**config.mk**
```make
export PLATFORM = sky130hd
export DESIGN_NAME = leaky_relu_ctrl
export DESIGN_NICKNAME = d
export VERILOG_FILES = /design/src/rtl/leaky_relu_pkg.sv /design/src/rtl/lr_deskew_fifo.sv /design/src/rtl/leaky_relu_ctrl.sv
export SDC_FILE = /design/constraint.sdc
export NUM_CORES = 1
export LEC_CHECK = 0
export BUFFER_PORTS_ARGS = -buffer_cell sky130_fd_sc_hd__buf_2
export CELL_PAD_IN_SITES_DETAIL_PLACEMENT = 0
export CELL_PAD_IN_SITES_GLOBAL_PLACEMENT = 2
export CORE_UTILIZATION = 45
export CTS_CLUSTER_DIAMETER = 80
export DETAILED_ROUTE_END_ITERATION = 12
export GPL_TIMING_DRIVEN = 1
export PLACE_DENSITY_LB_ADDON = 0.1
export SYNTH_ARGS = -nofsm -noshare
export SYNTH_HDL_FRONTEND = slang
export SYNTH_SLANG_ARGS = --single-unit
```
**constraint.sdc**
```tcl
create_clock -name clk -period 4.4 [get_ports clk]
set_input_delay 0.66 -clock clk [delete_from_list [all_inputs] [get_ports clk]]
set_output_delay 0.66 -clock clk [all_outputs]
set_load 0.02 [all_outputs]
```
**src/rtl/leaky_relu_pkg.sv**
```systemverilog
// Shared parameters and state encoding for the leaky-ReLU output sequencer.
package leaky_relu_pkg;

    localparam int N_COLS = 4;
    localparam int DATA_W = 16;

    typedef enum logic [1:0] {
        IDLE = 2'd0,
        RUN  = 2'd1,
        DONE = 2'd2
    } state_t;

endpackage

```
**src/rtl/lr_deskew_fifo.sv**
```systemverilog
// Single-column deskew FIFO: registered push/pop with flush, head visible combinationally.
module lr_deskew_fifo #(
    parameter int DATA_W = 16,
    parameter int DEPTH  = 4
) (
    input  logic              clk,
    input  logic              rst,
    input  logic              flush,
    input  logic              push,
    input  logic              pop,
    input  logic [DATA_W-1:0] data_in,
    output logic [DATA_W-1:0] data_out,
    output logic              full,
    output logic              empty
);

    localparam int PTR_W = $clog2(DEPTH);

    logic [DATA_W-1:0] mem [DEPTH];
    logic [PTR_W-1:0]  wr_ptr;
    logic [PTR_W-1:0]  rd_ptr;
    logic [PTR_W:0]    count;
    logic              do_push;
    logic              do_pop;

    assign full     = (count == (PTR_W+1)'(DEPTH));
    assign empty    = (count == '0);
    assign do_pop   = pop && !empty;
    assign do_push  = push && (!full || do_pop);
    assign data_out = mem[rd_ptr];

    always_ff @(posedge clk or negedge rst) begin
        if (!rst) begin
            wr_ptr <= '0;
            rd_ptr <= '0;
            count  <= '0;
        end else if (flush) begin
            wr_ptr <= '0;
            rd_ptr <= '0;
            count  <= '0;
        end else begin
            if (do_push) wr_ptr <= wr_ptr + PTR_W'(1);
            if (do_pop)  rd_ptr <= rd_ptr + PTR_W'(1);
            case ({do_push, do_pop})
                2'b10:   count <= count + (PTR_W+1)'(1);
                2'b01:   count <= count - (PTR_W+1)'(1);
                default: count <= count;
            endcase
        end
    end

    // NOTE: storage is deliberately not reset; count gates its visibility and the
    // top masks the row output while it is not valid.
    always_ff @(posedge clk) begin
        if (do_push) mem[wr_ptr] <= data_in;
    end

endmodule

```
**src/rtl/leaky_relu_ctrl.sv**
```systemverilog
// Leaky-ReLU stage sequencer: latches job config, deskews column outputs into rows,
// and writes one aligned row per handshake to consecutive unified-buffer addresses.
module leaky_relu_ctrl
    import leaky_relu_pkg::*;
#(
    parameter int ADDR_W     = 8,
    parameter int ROW_W      = 8,
    parameter int FIFO_DEPTH = 4
) (
    input  logic                     clk,
    input  logic                     rst,
    input  logic                     cfg_start,
    input  logic [DATA_W-1:0]        cfg_leak_factor,
    input  logic [ADDR_W-1:0]        cfg_base_addr,
    input  logic [ROW_W-1:0]         cfg_num_rows,
    output logic [DATA_W-1:0]        lr_leak_factor_out,
    input  logic [N_COLS-1:0]        lr_valid_in,
    input  logic [N_COLS*DATA_W-1:0] lr_data_in,
    output logic                     ub_wr_valid,
    input  logic                     ub_wr_ready,
    output logic [ADDR_W-1:0]        ub_wr_addr,
    output logic [N_COLS*DATA_W-1:0] ub_wr_data,
    output logic                     busy,
    output logic                     done,
    output logic                     err_overflow
);

    state_t                   state;
    logic [ADDR_W-1:0]        base_addr;
    logic [ROW_W-1:0]         num_rows;
    logic [ROW_W-1:0]         row_cnt;
    logic [N_COLS-1:0]        push;
    logic [N_COLS-1:0]        full;
    logic [N_COLS-1:0]        empty;
    logic [N_COLS-1:0]        drop;
    logic [N_COLS*DATA_W-1:0] head_row;
    logic                     start_acc;
    logic                     flush;
    logic                     row_avail;
    logic                     xfer;
    logic                     last_row;
    logic                     stray_valid;

    assign start_acc   = (state == IDLE) && cfg_start;
    assign flush       = start_acc || (state == DONE);
    assign push        = (state == RUN) ? lr_valid_in : '0;
    assign row_avail   = (state == RUN) && (empty == '0);
    assign xfer        = row_avail && ub_wr_ready;
    assign last_row    = (row_cnt == num_rows - ROW_W'(1));
    // A full FIFO still accepts a push when the row is leaving in the same cycle.
    assign drop        = push & full & ~{N_COLS{xfer}};
    assign stray_valid = (state != RUN) && (|lr_valid_in);

    for (genvar c = 0; c < N_COLS; c++) begin : g_col
        lr_deskew_fifo #(
            .DATA_W (DATA_W),
            .DEPTH  (FIFO_DEPTH)
        ) u_fifo (
            .clk      (clk),
            .rst      (rst),
            .flush    (flush),
            .push     (push[c]),
            .pop      (xfer),
            .data_in  (lr_data_in[c*DATA_W +: DATA_W]),
            .data_out (head_row[c*DATA_W +: DATA_W]),
            .full     (full[c]),
            .empty    (empty[c])
        );
    end

    assign ub_wr_valid = row_avail;
    assign ub_wr_data  = row_avail ? head_row : '0;
    assign ub_wr_addr  = base_addr + ADDR_W'(row_cnt);
    assign busy        = (state == RUN);
    assign done        = (state == DONE);

    always_ff @(posedge clk or negedge rst) begin
        if (!rst) begin
            state              <= IDLE;
            lr_leak_factor_out <= '0;
            base_addr          <= '0;
            num_rows           <= '0;
            row_cnt            <= '0;
            err_overflow       <= 1'b0;
        end else begin
            if (start_acc) begin
                err_overflow <= 1'b0;
            end else if ((|drop) || stray_valid) begin
                err_overflow <= 1'b1;
            end

            case (state)
                IDLE: begin
                    if (cfg_start) begin
                        lr_leak_factor_out <= cfg_leak_factor;
                        base_addr          <= cfg_base_addr;
                        num_rows           <= cfg_num_rows;
                        row_cnt            <= '0;
                        state              <= (cfg_num_rows == '0) ? DONE : RUN;
                    end
                end
                RUN: begin
                    if (xfer) begin
                        row_cnt <= row_cnt + ROW_W'(1);
                        if (last_row) state <= DONE;
                    end
                end
                DONE:    state <= IDLE;
                default: state <= IDLE;
            endcase
        end
    end

endmodule

```
==> metrics <==
Reg2Reg Launch Point g_col[3].u_fifo.count[0]; I/O pin count 196; ordered list of cells on the worst path nor3_1 > or3_1 > or2_1 > a31oi_1 > and2_1; DIE HEIGHT 177 um; critical path endpoint g_col[3].u_fifo.mem[3][5]; placeable core area 0.0298 mm2; Layout Skew 0.0202 ns; GRT overflow 0; CTS tree yes; maximum VDD drop 0.348 mV; vias in the first global route around 7.4k; number of warnings issued by yosys 0; synth top area cells edfxtp_1 (56%), dfrtp_1 (13%), mux4_2 (11%), nor2b_1 (3.1%), mux2_2 (2.4%); Critical R2R Capture g_col[3].u_fifo.mem[3][5]; Root Driver clkbuf_16; Slew HR 25.7%; GR Util All Layers 16.4%; leading area contributor after synthesis edfxtp_1; cells after synthesis 804; Rows 63; Netlist cell types 47; Final Total Pwr 12.6 mW; Clock Path Buffers 3; TritonRoute pass-1 iters 4; register area 0.00946 mm2; Most used DFF post-synth edfxtp_1; Skew-Pair Late Insertion Delay 0.52 ns; sequential area share after synthesis between 60% and 70%; largest net degree at the start of global routing 72; Post-synth EDFFs 256; Critical Path Start Type flop; Synth Area per Inst 17.0 um2; Clock transition at path regs about 0.06 ns; fill count 2,443; Initial Util 46.0%; antenna-violating nets left 0; CP top delay family simple AND/OR/NAND/NOR gates; global-route wire length before repair about 39,000 um; fin crit period about 3.3 ns; Slew Limit Fails 0; final-report setup violation count 0; Setup CP Type reg2reg; number of H-tree levels 2; hold crit path type in2async; CP startpoint g_col[3].u_fifo.count[0]; Layout area overhead 18.2%; WP depth 5; drt wl/cell 17.4 um; net count after synthesis 938; status complete, no violations; Max Cap Viol 0; initial antenna violation count 1; antenna cells 0; Finished Core Util around 54%; post-CTS setup buffers 0; area share of the leading cell type in the synthesized netlist 56.1%; element type at the critical path end flop; 1st-iter DRT viols 419; Slowest cell on crit path and2_1; r2r setup slk 1.12 ns; WP data arrival around 3.4 ns; share of async-settable or async-resettable flops after synthesis 21.7%; layout cells sized above 1 around 34%; Mapped Area 0.0137 mm2; Buf/Inv on CP 0; HPWL Detailed around 16,000 um; count of nets after finishing 1,140; port buffer count around 200; CP required 4.53 ns; total wire length 24,800 um; die area ~0.031 mm2; #FFs+latches synth 327; setup tns final 0 ns; R2R depth 5; hold buffer count at cts 0; pwr dens 780 mW/mm2; Max FO, Critical Path 24; RSZ-0062 raised after global routing no; Final Cycle Share between 70 and 80%; maximum clock rate 0.305 GHz; Least-Margin Pin Slew 1.11 ns; cts bufs inserted 35; clk sink count 327; die width about 180 um; LEAKAGE 6.15 nW; RD Place Congestion 0.717; Multi-input gate area 0.00401 mm2; Resized cells post-CTS 0; Vias/cell 5.11; final hold violations 0; total number of vias roughly 7.3k; CP max stage delay between 0.7 and 0.8 ns; Remaining DRCs 0
state kept, by name, indices dropped and copies added, names as in the netlist:
name	cells
g_col.u_fifo.wr_ptr	8
g_col.u_fifo.mem	256
g_col.u_fifo.count	12
lr_leak_factor_out	16
row_cnt	8
g_col.u_fifo.rd_ptr	8
num_rows	8
base_addr	8
err_overflow	1
state	2
final cells by class:
class                      count  area share, %
sequential                   327           58.4
multi-input combinational    419           24.8
timing repair buffer         203           6.41
clock buffer                  51           6.15
tap                          390           3.01
clock inverter                11          0.742
inverter                      20          0.464
where the power goes:
part           switching [mW]  total [mW]  internal [mW]
clock network            1.14        2.84           1.70
registers               0.659        4.87           4.21
logic                    2.79        4.92           2.13
metal layers:
metal | vias to the layer above | track usage (%) | part of all wire [%]
met2 | 171 | 26.6 | 48
met5 | - | 0 | 0.052
met1 | 3594 | 22.3 | 45
met3 | 40 | 3.49 | 5.4
met4 | 2 | 4.74 | 1.7
li1 | 3448 | - | -
synth_stat cells (8+ instances only):
library cell / instances
mux2_2: 29
nor2b_1: 67
clkbuf_1: 24
xnor2_1: 27
mux4_2: 64
dfrtp_1: 71
nand2_1: 26
xor2_1: 10
nor3_1: 13
nor2_1: 47
ha_1: 25
and2_1: 20
o21ai_0: 8
edfxtp_1: 256
inv_1: 20
mux2i_1: 12
cell usage in the layout, fill, tap and decap left out, types with 2 or more instances in the layout:
cell | Yosys | routed
mux2_2 | 29 | 29
nand3_1 | 4 | 3
inv_1 | 20 | 20
o22ai_1 | 3 | 3
and2_1 | 20 | 20
buf_2 | 6 | 194
a31oi_1 | 5 | 5
mux4_2 | 64 | 64
xnor2_1 | 27 | 27
clkinv_2 | 0 | 4
ha_1 | 25 | 25
mux2i_1 | 12 | 12
and3_1 | 3 | 3
nand2_1 | 26 | 26
bufinv_16 | 0 | 2
clkbuf_8 | 0 | 6
o21ai_1 | 3 | 3
nor4_1 | 5 | 5
nor2_1 | 47 | 46
a21oi_1 | 6 | 6
a21o_1 | 2 | 2
clkinv_1 | 0 | 3
nor3b_1 | 3 | 2
fa_1 | 5 | 5
dfrtp_1 | 71 | 71
or3_1 | 4 | 4
nand4_1 | 2 | 2
nand2b_1 | 3 | 3
clkbuf_16 | 0 | 35
buf_4 | 0 | 9
o211ai_1 | 3 | 3
xor2_1 | 10 | 10
edfxtp_1 | 256 | 256
nor3_1 | 13 | 13
nor2b_1 | 67 | 67
o31a_1 | 3 | 3
o21ai_0 | 8 | 8
a31oi_2 | 2 | 2
clkbuf_1 | 24 | 10
a211oi_1 | 4 | 4
per-stage QoR:
step                      setup slack, ns  std cells  hold WS [ns]  instance area, um2
after floorplan                      1.82        804         0.364               13700
after global placement               1.13       1359         0.480               15100
after detailed placement             1.07       1359         0.488               15100
after CTS                            1.07       1421         0.336               16200
after global routing                0.862       1421         0.345               16200
final                                1.12       1421         0.292               16200
worst min path at each step:
| stage | from | slack [ns] | to |
|---|---|---|---|
| finish | rst | 0.29 | lr_leak_factor_out[4] |
| global route | lr_data_in[10] | 0.34 | g_col[0].u_fifo.mem[0][10] |
| CTS | rst | 0.34 | base_addr[3] |
| detailed placement | state[1] | 0.49 | state[0] |
| global placement | state[1] | 0.48 | state[0] |
| floorplan | rst | 0.36 | base_addr[0] |
kinds of logic (layout without fill, tap and decap cells):
logic type,after synthesis,in the layout,synth area share (%)
AO/OA/AOI/OAI,47,47,2.35
multiplexers,105,105,13.8
XOR/XNOR,37,37,2.36
AND/OR/NAND/NOR,200,200,7.68
flip-flops,327,327,69.1
adder cells (fa/ha/maj),30,30,3.01
buffers and inverters,58,285,1.75
No activity file was read; power rests on OpenSTA's default activity.
